### config.mk
export PLATFORM = sky130hd
export DESIGN_NAME = uart_rx_fifo
export DESIGN_NICKNAME = d
export VERILOG_FILES = /design/src/rtl/uart_pkg.sv /design/src/rtl/uart_fifo_mem.sv /design/src/rtl/uart_rx_fifo.sv
export SDC_FILE = /design/constraint.sdc
export NUM_CORES = 1
export LEC_CHECK = 0
export CAP_MARGIN = 30
export CORE_UTILIZATION = 52
export DETAILED_ROUTE_END_ITERATION = 8
export GPL_ROUTABILITY_DRIVEN = 0
export PLACE_DENSITY_LB_ADDON = 0.1
export SYNTH_ARGS = -nofsm -noshare
export SYNTH_HDL_FRONTEND = slang
export SYNTH_SLANG_ARGS = --single-unit
export TNS_END_PERCENT = 50
### constraint.sdc
create_clock -name clk -period 2.8 [get_ports clk]
set_clock_uncertainty 0.1 [all_clocks]
set_input_delay 0.56 -clock clk [delete_from_list [all_inputs] [get_ports clk]]
set_output_delay 0.56 -clock clk [all_outputs]
set_load 0.03 [all_outputs]
### src/rtl/uart_pkg.sv
// rtl/uart_pkg.sv - shared UART constants and rts flow-control state type
package uart_pkg;

   localparam int UART_DATA_W       = 8;
   localparam int UART_FIFO_DEPTH   = 16;
   localparam int UART_CLKS_PER_BIT = 868;

   typedef enum logic {
      RTS_ON  = 1'b0,
      RTS_OFF = 1'b1
   } rts_state_t;

endpackage

### src/rtl/uart_fifo_mem.sv
// rtl/uart_fifo_mem.sv - simple dual-port byte storage, synchronous write, asynchronous read
module uart_fifo_mem #(
   parameter int DATA_W = 8,
   parameter int DEPTH  = 16
) (
   input  logic                     clk,
   input  logic                     we,
   input  logic [$clog2(DEPTH)-1:0] waddr,
   input  logic [DATA_W-1:0]        wdata,
   input  logic [$clog2(DEPTH)-1:0] raddr,
   output logic [DATA_W-1:0]        rdata
);

   logic [DATA_W-1:0] mem [DEPTH];

   always_ff @(posedge clk) begin
      if (we) begin
         mem[waddr] <= wdata;
      end
   end

   assign rdata = mem[raddr];

endmodule

### src/rtl/uart_rx_fifo.sv
// rtl/uart_rx_fifo.sv - UART receive FWFT byte buffer with rts hysteresis; UART_RX_FIFO_LEVEL_EN adds level output
module uart_rx_fifo
   import uart_pkg::*;
#(
   parameter int DATA_W = UART_DATA_W,
   parameter int DEPTH  = UART_FIFO_DEPTH,
   parameter int RTS_HI = 12,
   parameter int RTS_LO = 4
) (
   input  logic                   clk,
   input  logic                   reset,
   input  logic                   in_valid,
   input  logic [DATA_W-1:0]      in_data,
   output logic                   out_valid,
   output logic [DATA_W-1:0]      out_data,
   input  logic                   out_ready,
   output logic                   rts,
   output logic                   overrun,
   input  logic                   clr_overrun
`ifdef UART_RX_FIFO_LEVEL_EN
   ,
   output logic [$clog2(DEPTH):0] level
`endif
);

   localparam int AW = $clog2(DEPTH);
   localparam logic [AW:0] FULL_LVL = (AW+1)'(DEPTH);
   localparam logic [AW:0] HI_LVL   = (AW+1)'(RTS_HI);
   localparam logic [AW:0] LO_LVL   = (AW+1)'(RTS_LO);

   logic [AW-1:0] wr_ptr, rd_ptr;
   logic [AW:0]   count, count_next;
   logic          push, pop, drop;
   rts_state_t    rts_state;

   // A full FIFO still accepts a byte when a pop frees a slot in the same cycle.
   assign pop       = out_valid && out_ready;
   assign push      = in_valid && ((count < FULL_LVL) || pop);
   assign drop      = in_valid && !push;
   assign out_valid = (count != '0);

   always_comb begin
      count_next = count;
      if (push && !pop) begin
         count_next = count + 1'b1;
      end else if (pop && !push) begin
         count_next = count - 1'b1;
      end
   end

   always_ff @(posedge clk or posedge reset) begin
      if (reset) begin
         wr_ptr  <= '0;
         rd_ptr  <= '0;
         count   <= '0;
         overrun <= 1'b0;
      end else begin
         if (push) begin
            wr_ptr <= wr_ptr + 1'b1;
         end
         if (pop) begin
            rd_ptr <= rd_ptr + 1'b1;
         end
         count <= count_next;
         if (drop) begin
            overrun <= 1'b1;
         end else if (clr_overrun) begin
            overrun <= 1'b0;
         end
      end
   end

   always_ff @(posedge clk or posedge reset) begin
      if (reset) begin
         rts_state <= RTS_ON;
         rts       <= 1'b1;
      end else begin
         case (rts_state)
            RTS_ON: begin
               if (count_next >= HI_LVL) begin
                  rts_state <= RTS_OFF;
                  rts       <= 1'b0;
               end
            end
            RTS_OFF: begin
               if (count_next <= LO_LVL) begin
                  rts_state <= RTS_ON;
                  rts       <= 1'b1;
               end
            end
         endcase
      end
   end

   uart_fifo_mem #(
      .DATA_W (DATA_W),
      .DEPTH  (DEPTH)
   ) u_mem (
      .clk   (clk),
      .we    (push),
      .waddr (wr_ptr),
      .wdata (in_data),
      .raddr (rd_ptr),
      .rdata (out_data)
   );

`ifdef UART_RX_FIFO_LEVEL_EN
   assign level = count;
`endif

endmodule

==> results of run 1 <==
==> worst max-delay path, stage by stage (launching register included) <==
cell and delay [ns]:
dfrtp_2 0.40, buf_8 0.16, buf_12 0.15, mux4_2 0.50, mux4_2 0.52, buf_6 0.16
==> repair_timing <==
item / 4_1_cts / 5_1_grt
gates cloned: 1 / 0
endpoints found under the hold margin: 0 / 0
resized for setup: 39 / 3
setup endpoints to repair: 9 / 9
buffers inserted: 3 / 0
==> worst paths after layout <==
check / to / cells after the start
hold reg to reg: rd_ptr[2]$_DFFE_PP0P_ / 1
max in group asynchronous: count[0]$_DFF_PP0_ / 2
min in group clk: rd_ptr[2]$_DFFE_PP0P_ / 1
setup reg to reg: rts$_DFFE_PP1P_ / 8
setup / recovery: out_data[2] / 5
hold / removal: overrun$_DFFE_PP0P_ / 2
==> sequential cells by signal, indices dropped and copies added, names as in the netlist <==
signal / flops
rd_ptr: 4
u_mem.mem: 128
rts_state: 1
overrun: 1
wr_ptr: 4
rts: 1
count: 5
==> per-stage QoR <==
step / util / total power, W / area (µm²) / cells / hold WS (ns)
2_1_floorplan: - / 0.004420 / 5846 / 298 / 0.3730
3_3_place_gp: 0.5966 / 0.005195 / 6496 / 481 / 0.3640
3_5_place_dp: 0.5966 / 0.005243 / 6496 / 481 / 0.3701
4_1_cts: 0.6570 / 0.007490 / 7153 / 517 / 0.3403
5_1_grt: 0.6565 / 0.007748 / 7148 / 517 / 0.4021
6_report: 0.6565 / 0.007424 / 7148 / 517 / 0.3332
==> power breakdown <==
group / switching (W) / total, W / internal, W
Sequential: 0.000213 / 0.00281 / 0.00260
Clock: 0.000927 / 0.00204 / 0.00111
Combinational: 0.00123 / 0.00257 / 0.00134
Total: 0.00237 / 0.00742 / 0.00505
==> area by class of cell <==
type | instances | area share
Timing Repair Buffer | 62 | 0.08647
Clock inverter | 15 | 0.01803
Multi-Input combinational cell | 121 | 0.2093
Inverter | 18 | 0.009452
Tap cell | 140 | 0.02451
Clock buffer | 17 | 0.05794
Sequential cell | 144 | 0.5943
==> cell families (layout without fill, tap and decap cells) <==
family / after synthesis / count (layout) / share of synthesized area
DFF: 144 / 144 / 0.7262
and+or+nand+nor: 48 / 48 / 0.04538
muxes: 42 / 42 / 0.1586
buffers and inverters: 33 / 112 / 0.02205
AOI/OAI and AO/OA: 17 / 17 / 0.02226
adders and majority gates: 7 / 7 / 0.01498
xor gates and xnor gates: 7 / 7 / 0.01049
==> metal layers <==
layer  routed length [µm]  share of wire  track usage  vias to the layer above
li1                     -              -            -                     1329
met1                 5391           0.45       0.3243                     1555
met2                 5911           0.50       0.3389                       86
met3                  484          0.041      0.04943                        8
met4                  109         0.0092      0.07339                        0
met5                    0              0            0                        -
==> cell usage in the layout, fill, tap and decap left out, types with 6 or more instances in the layout <==
cell type,count
buf_6,6
ha_1,7
buf_4,32
nand2_1,10
xnor2_1,6
inv_1,18
dfrtp_1,13
edfxtp_1,128
clkbuf_16,16
and2_1,9
mux4_2,40
nor2_1,9
clkdlybuf4s50_1,14
==> results.md, run 1 <==
* Startpoint class of the critical path: register
* Synth cell types at 42
* Max-cap violations at 0
* Tcrit/Tclk final at 1.101
* Final hold violations at 0
* Register bit count reported by yosys at 144
* Synth Instances at ~300
* CP Launch Point: rd_ptr[0]$_DFFE_PP0P_
* TritonCTS clock tree: done
* Clk pin slew, worst setup/hold paths at 0.07 ns
* Hold WC Path Type: in -> async
* Clock Latency Late Sink at 0.52 ns
* Endpoints failing setup at 8
* Top-area cell type share of the netlist area at 0.6575
* Number of synthesized flops with an enable pin at 128
* Max VDD drop at ~0.58 mV
* RSZ-0062 raised after global routing: yes
* Number of global-route vias before repair at 3036
* Multi-input logic area at 1496 µm²
* Most numerous cell in the Yosys netlist: edfxtp_1
* Top post-synthesis cells by area: edfxtp_1 (66%), mux4_2 (15%), dfrtp_1 (6.4%), ha_1 (1.5%), inv_1 (1.2%)
* Hold-fix buffers, CTS at 0
* Vias per cell at 5.760
* Fill count at approximately 730
* Pwr/cell area at 1039 nW/µm²
* Achievable Freq at 0.3245 GHz
* Mapped Area at between 5000 and 6000 µm²
* # diodes at 0
* Worst slew pin tran at 0.6677 ns
* Synth Area per Inst at just under 20 µm²
* Dpl ws at -0.03862 ns
* Max Buffers Root-to-Sink at 2
* Routed via count at 2978
* Nets at approximately 380
* Reg2reg start: count[0]$_DFF_PP0_
* First-pass GRT wire length at 17780 µm
* Post-synthesis async set-or-reset flop share at 0.1111
* Routed Antenna Nets at 0
* Area Growth Syn to Fin at 22.28%
* Largest fanout on the critical path at 7
* Initial Utilization at 0.5369
* I/O pins at 24
* Grt ovf at 0
* Status: finished, violations left
* WL per Instance at 23.01 µm
* Buffers on Ports at 23
* DRC violation total after the first TritonRoute iteration at 170
* H-tree level count at 4
* Die Ht at 108.0 µm
* Register Area at 4248 µm²
* Syn nets at 318
* Initial antenna violation count at 0
* CP arrival at between 2 and 2.5 ns
* # DRC at 0
* Row cnt at 38
* Die width at 108.0 µm
* Total core area at approximately 11000 µm²
* Setup CP Type: reg -> out
* Die ar. at ~12000 µm²
* Failing checks: negative setup slack
* Sequential share of the synthesized area at 0.7262
* Pin count of the biggest net entering global routing at 21
* Max-slew headroom at 0.5543
* Commonest cells in the netlist: edfxtp_1 (128), mux4_2 (40), inv_1 (18)
* R2R setup slack at 0.22 ns
* Yosys Warn Count at 0
* Req. time, crit path at roughly 2.1 ns
* Fin crit period at 3.082 ns
* Yosys top cell by area: edfxtp_1
* Total negative slack at -1.619 ns
* Main synth FF type: edfxtp_1
* Crit end category: output pin
* Post-Route WL at 11900 µm
* Slew Limit Fails at 0
* Total CTS buffers at 17
* Pleak at 2.483 nW
* Proportion of layout cells with a drive suffix above 1 at 0.3475
* Worst Setup Slack, final at -0.2821 ns
* DP HPWL at approximately 7600 µm
* Total Routing Usage GR at 0.2233
* Clk sinks at 144
* Pre-antenna DRT Iters at 4
* CTS root buf: clkbuf_8
No activity file was read; power rests on OpenSTA's default activity.
==> run 2: changes to the inputs <==
Settings changed: CORE_ASPECT_RATIO set to 1.75, SLEW_MARGIN set to 20.
==> results.md, run 2 (same netlist as run 1, synthesis figures left out) <==
* Clk sinks at 144 (unchanged)
* Status: finished, violations left (unchanged)
* Non-Filler Instances at 506 (was 517)
* # DRC at 0 (unchanged)
* Tcrit/Tclk final at 1.069 (was 1.101)
* Dpl cell area at 6436 µm² (was 6496 µm²)
* Startpoint class of the critical path: register (unchanged)
* Die Ht at 142.3 µm (was 108.0 µm)
* Max Buffers Root-to-Sink at 2 (unchanged)
* Initial antenna violation count at 0 (unchanged)
* Clock Latency Late Sink at 0.42 ns (was 0.52 ns)
* Vias per cell at 5.980 (was 5.760)
* RSZ-0062 raised after global routing: yes (unchanged)
* Pleak at 2.538 nW (was 2.483 nW)
* Endpoints failing setup at 8 (unchanged)
* Pwr/cell area at 1099 nW/µm² (was 1039 nW/µm²)
* TritonCTS clock tree: done (unchanged)
* Die width at 82.15 µm (was 108.0 µm)
* Number of global-route vias before repair at 3253 (was 3036)
* CTS root buf: clkbuf_16 (was clkbuf_8)
* H-tree level count at 4 (unchanged)
* Max incr delay on CP at 0.54 ns (was 0.52 ns)
* Req. time, crit path at 2.14 ns (about the same)
* Total core area at 10820 µm² (was 10890 µm²)
* Final Cell Area at 7267 µm² (was 7148 µm²)
* Hold WC Path Type: reg -> reg (was in -> async)
* I/O pins at 24 (unchanged)
* Pre-antenna DRT Iters at 5 (was 4)
* Routed via count at 3026 (was 2978)
* Buffers on Ports at 23 (unchanged)
* Top flop regs: u_mem.mem: 128 flops, count: 5 flops (unchanged)
* Total CTS buffers at 17 (unchanged)
* DRC violation total after the first TritonRoute iteration at 190 (was 170)
* Biggest register: u_mem.mem (unchanged)
* Worst slew pin tran at 0.6758 ns (was 0.6677 ns)
* WL per Instance at 24.88 µm (was 23.01 µm)
* Dpl ws at -0.01620 ns (was -0.03862 ns)
* Largest fanout on the critical path at 7 (unchanged)
* Achievable Freq at 0.3342 GHz (was 0.3245 GHz)
* Commonest cells after routing, fill and taps aside: edfxtp_1 (128), mux4_2 (40), buf_4 (29) (was edfxtp_1 (128), mux4_2 (40), buf_4 (32))
* Crit-path cells: buf_6 > buf_12 > buf_12 > mux4_2 > mux4_2 > buf_6 (was buf_8 > buf_12 > mux4_2 > mux4_2 > buf_6)
* Inst Count DP at 465 (was 481)
* Failing checks: negative setup slack (unchanged)
* Most common cell after layout, fill and taps aside: edfxtp_1 (unchanged)
* Routed Antenna Nets at 0 (unchanged)
* Area Growth Syn to Fin at 24.32% (was 22.28%)
* Post-Route WL at 12590 µm (was 11900 µm)
* Worst Setup Slack, final at -0.1924 ns (was -0.2821 ns)
* CP max stage cell: mux4_2 (unchanged)
* Die ar. at 11690 µm² (was 11670 µm²)
* Proportion of layout cells with a drive suffix above 1 at 0.3431 (was 0.3475)
* CP arrival at 2.33 ns (was 2.42 ns)
* Max-slew headroom at 0.5490 (was 0.5543)
* Setup CP Type: reg -> out (unchanged)
* Crit end category: output pin (unchanged)
* Initial Utilization at 0.5401 (was 0.5369)
* Max-cap violations at 0 (unchanged)
* Total Routing Usage GR at 0.2455 (was 0.2233)
* Max VDD drop at 0.7656 mV (was 0.5822 mV)
* # diodes at 0 (unchanged)
* Slew Limit Fails at 0 (unchanged)
* Grt ovf at 0 (unchanged)
* Pin count of the biggest net entering global routing at 17 (was 21)
* First-pass GRT wire length at 18600 µm (was 17780 µm)
* DP HPWL at 7925 µm (was 7563 µm)
* Nets at 383 (was 384)
* Row cnt at 50 (was 38)
* Fin crit period at 2.992 ns (was 3.082 ns)
* Final hold violations at 0 (unchanged)
* Largest register FFs at 128 (unchanged)
* Clk pin slew, worst setup/hold paths at 0.06 ns (was 0.07 ns)
==> run 2: repair_timing <==
item,CTS,global route
hold buffers,0,0
endpoints found under the setup margin,9,9
gates resized for setup,34,4
cloned,1,1
setup buffers,5,2
==> run 2: worst max-delay path: cells and delay by family, from the launching register on <==
| kind | cells | cell delay [ns] |
|---|---|---|
| flops | 1 | 0.37 |
| mux | 2 | 1.03 |
| buf+inv | 4 | 0.52 |
==> run 2: metal layers <==
metal	global-route usage	wire, µm	up-vias
met2	0.4180	6896	88
li1	-	-	1321
met5	0	0	-
met4	0.1302	579	0
met3	0.06987	447	39
met1	0.2701	4663	1578
==> run 2: power by group <==
part           switching, W  internal (W)  total [W]
sequential         0.000238       0.00260    0.00284
combinational       0.00127       0.00143    0.00270
clock              0.000849       0.00160    0.00245
==> run 2: final timing paths <==
kind | to | slack, ns | cells past startpoint | startpoint
worst max-delay path | out_data[0] | -0.19 | 6 | rd_ptr[0]$_DFFE_PP0P_
max in group asynchronous | rd_ptr[0]$_DFFE_PP0P_ | 1.68 | 2 | reset
worst max register to register | rts_state$_DFF_PP0_ | 0.27 | 8 | count[0]$_DFF_PP0_
worst min register to register | overrun$_DFFE_PP0P_ | 0.43 | 2 | overrun$_DFFE_PP0P_
worst min-delay path | overrun$_DFFE_PP0P_ | 0.43 | 2 | overrun$_DFFE_PP0P_
min in group asynchronous | wr_ptr[3]$_DFFE_PP0P_ | 0.44 | 2 | reset
==> run 2: layout make-up <==
type / instances / area (µm²)
clock buffer: 18 / 439.2
multi-input combinational: 121 / 1496
timing repair buffer: 61 / 641.9
clock inverter: 14 / 212.7
fill: 756 / 3556
tap: 130 / 162.7
sequential: 144 / 4247
inverter: 18 / 67.56
==> run 2: per-stage QoR <==
stage           TNS, ns  hold slack [ns]  utilization  total power [W]
2_1_floorplan         0           0.3730            -         0.004420
3_3_place_gp          0           0.4264       0.5947         0.005196
3_5_place_dp   -0.01620           0.4283       0.5947         0.005251
4_1_cts          -1.392           0.4391       0.6673         0.007952
5_1_grt          -1.822           0.4527       0.6714         0.008293
6_report         -1.418           0.4327       0.6714         0.007990
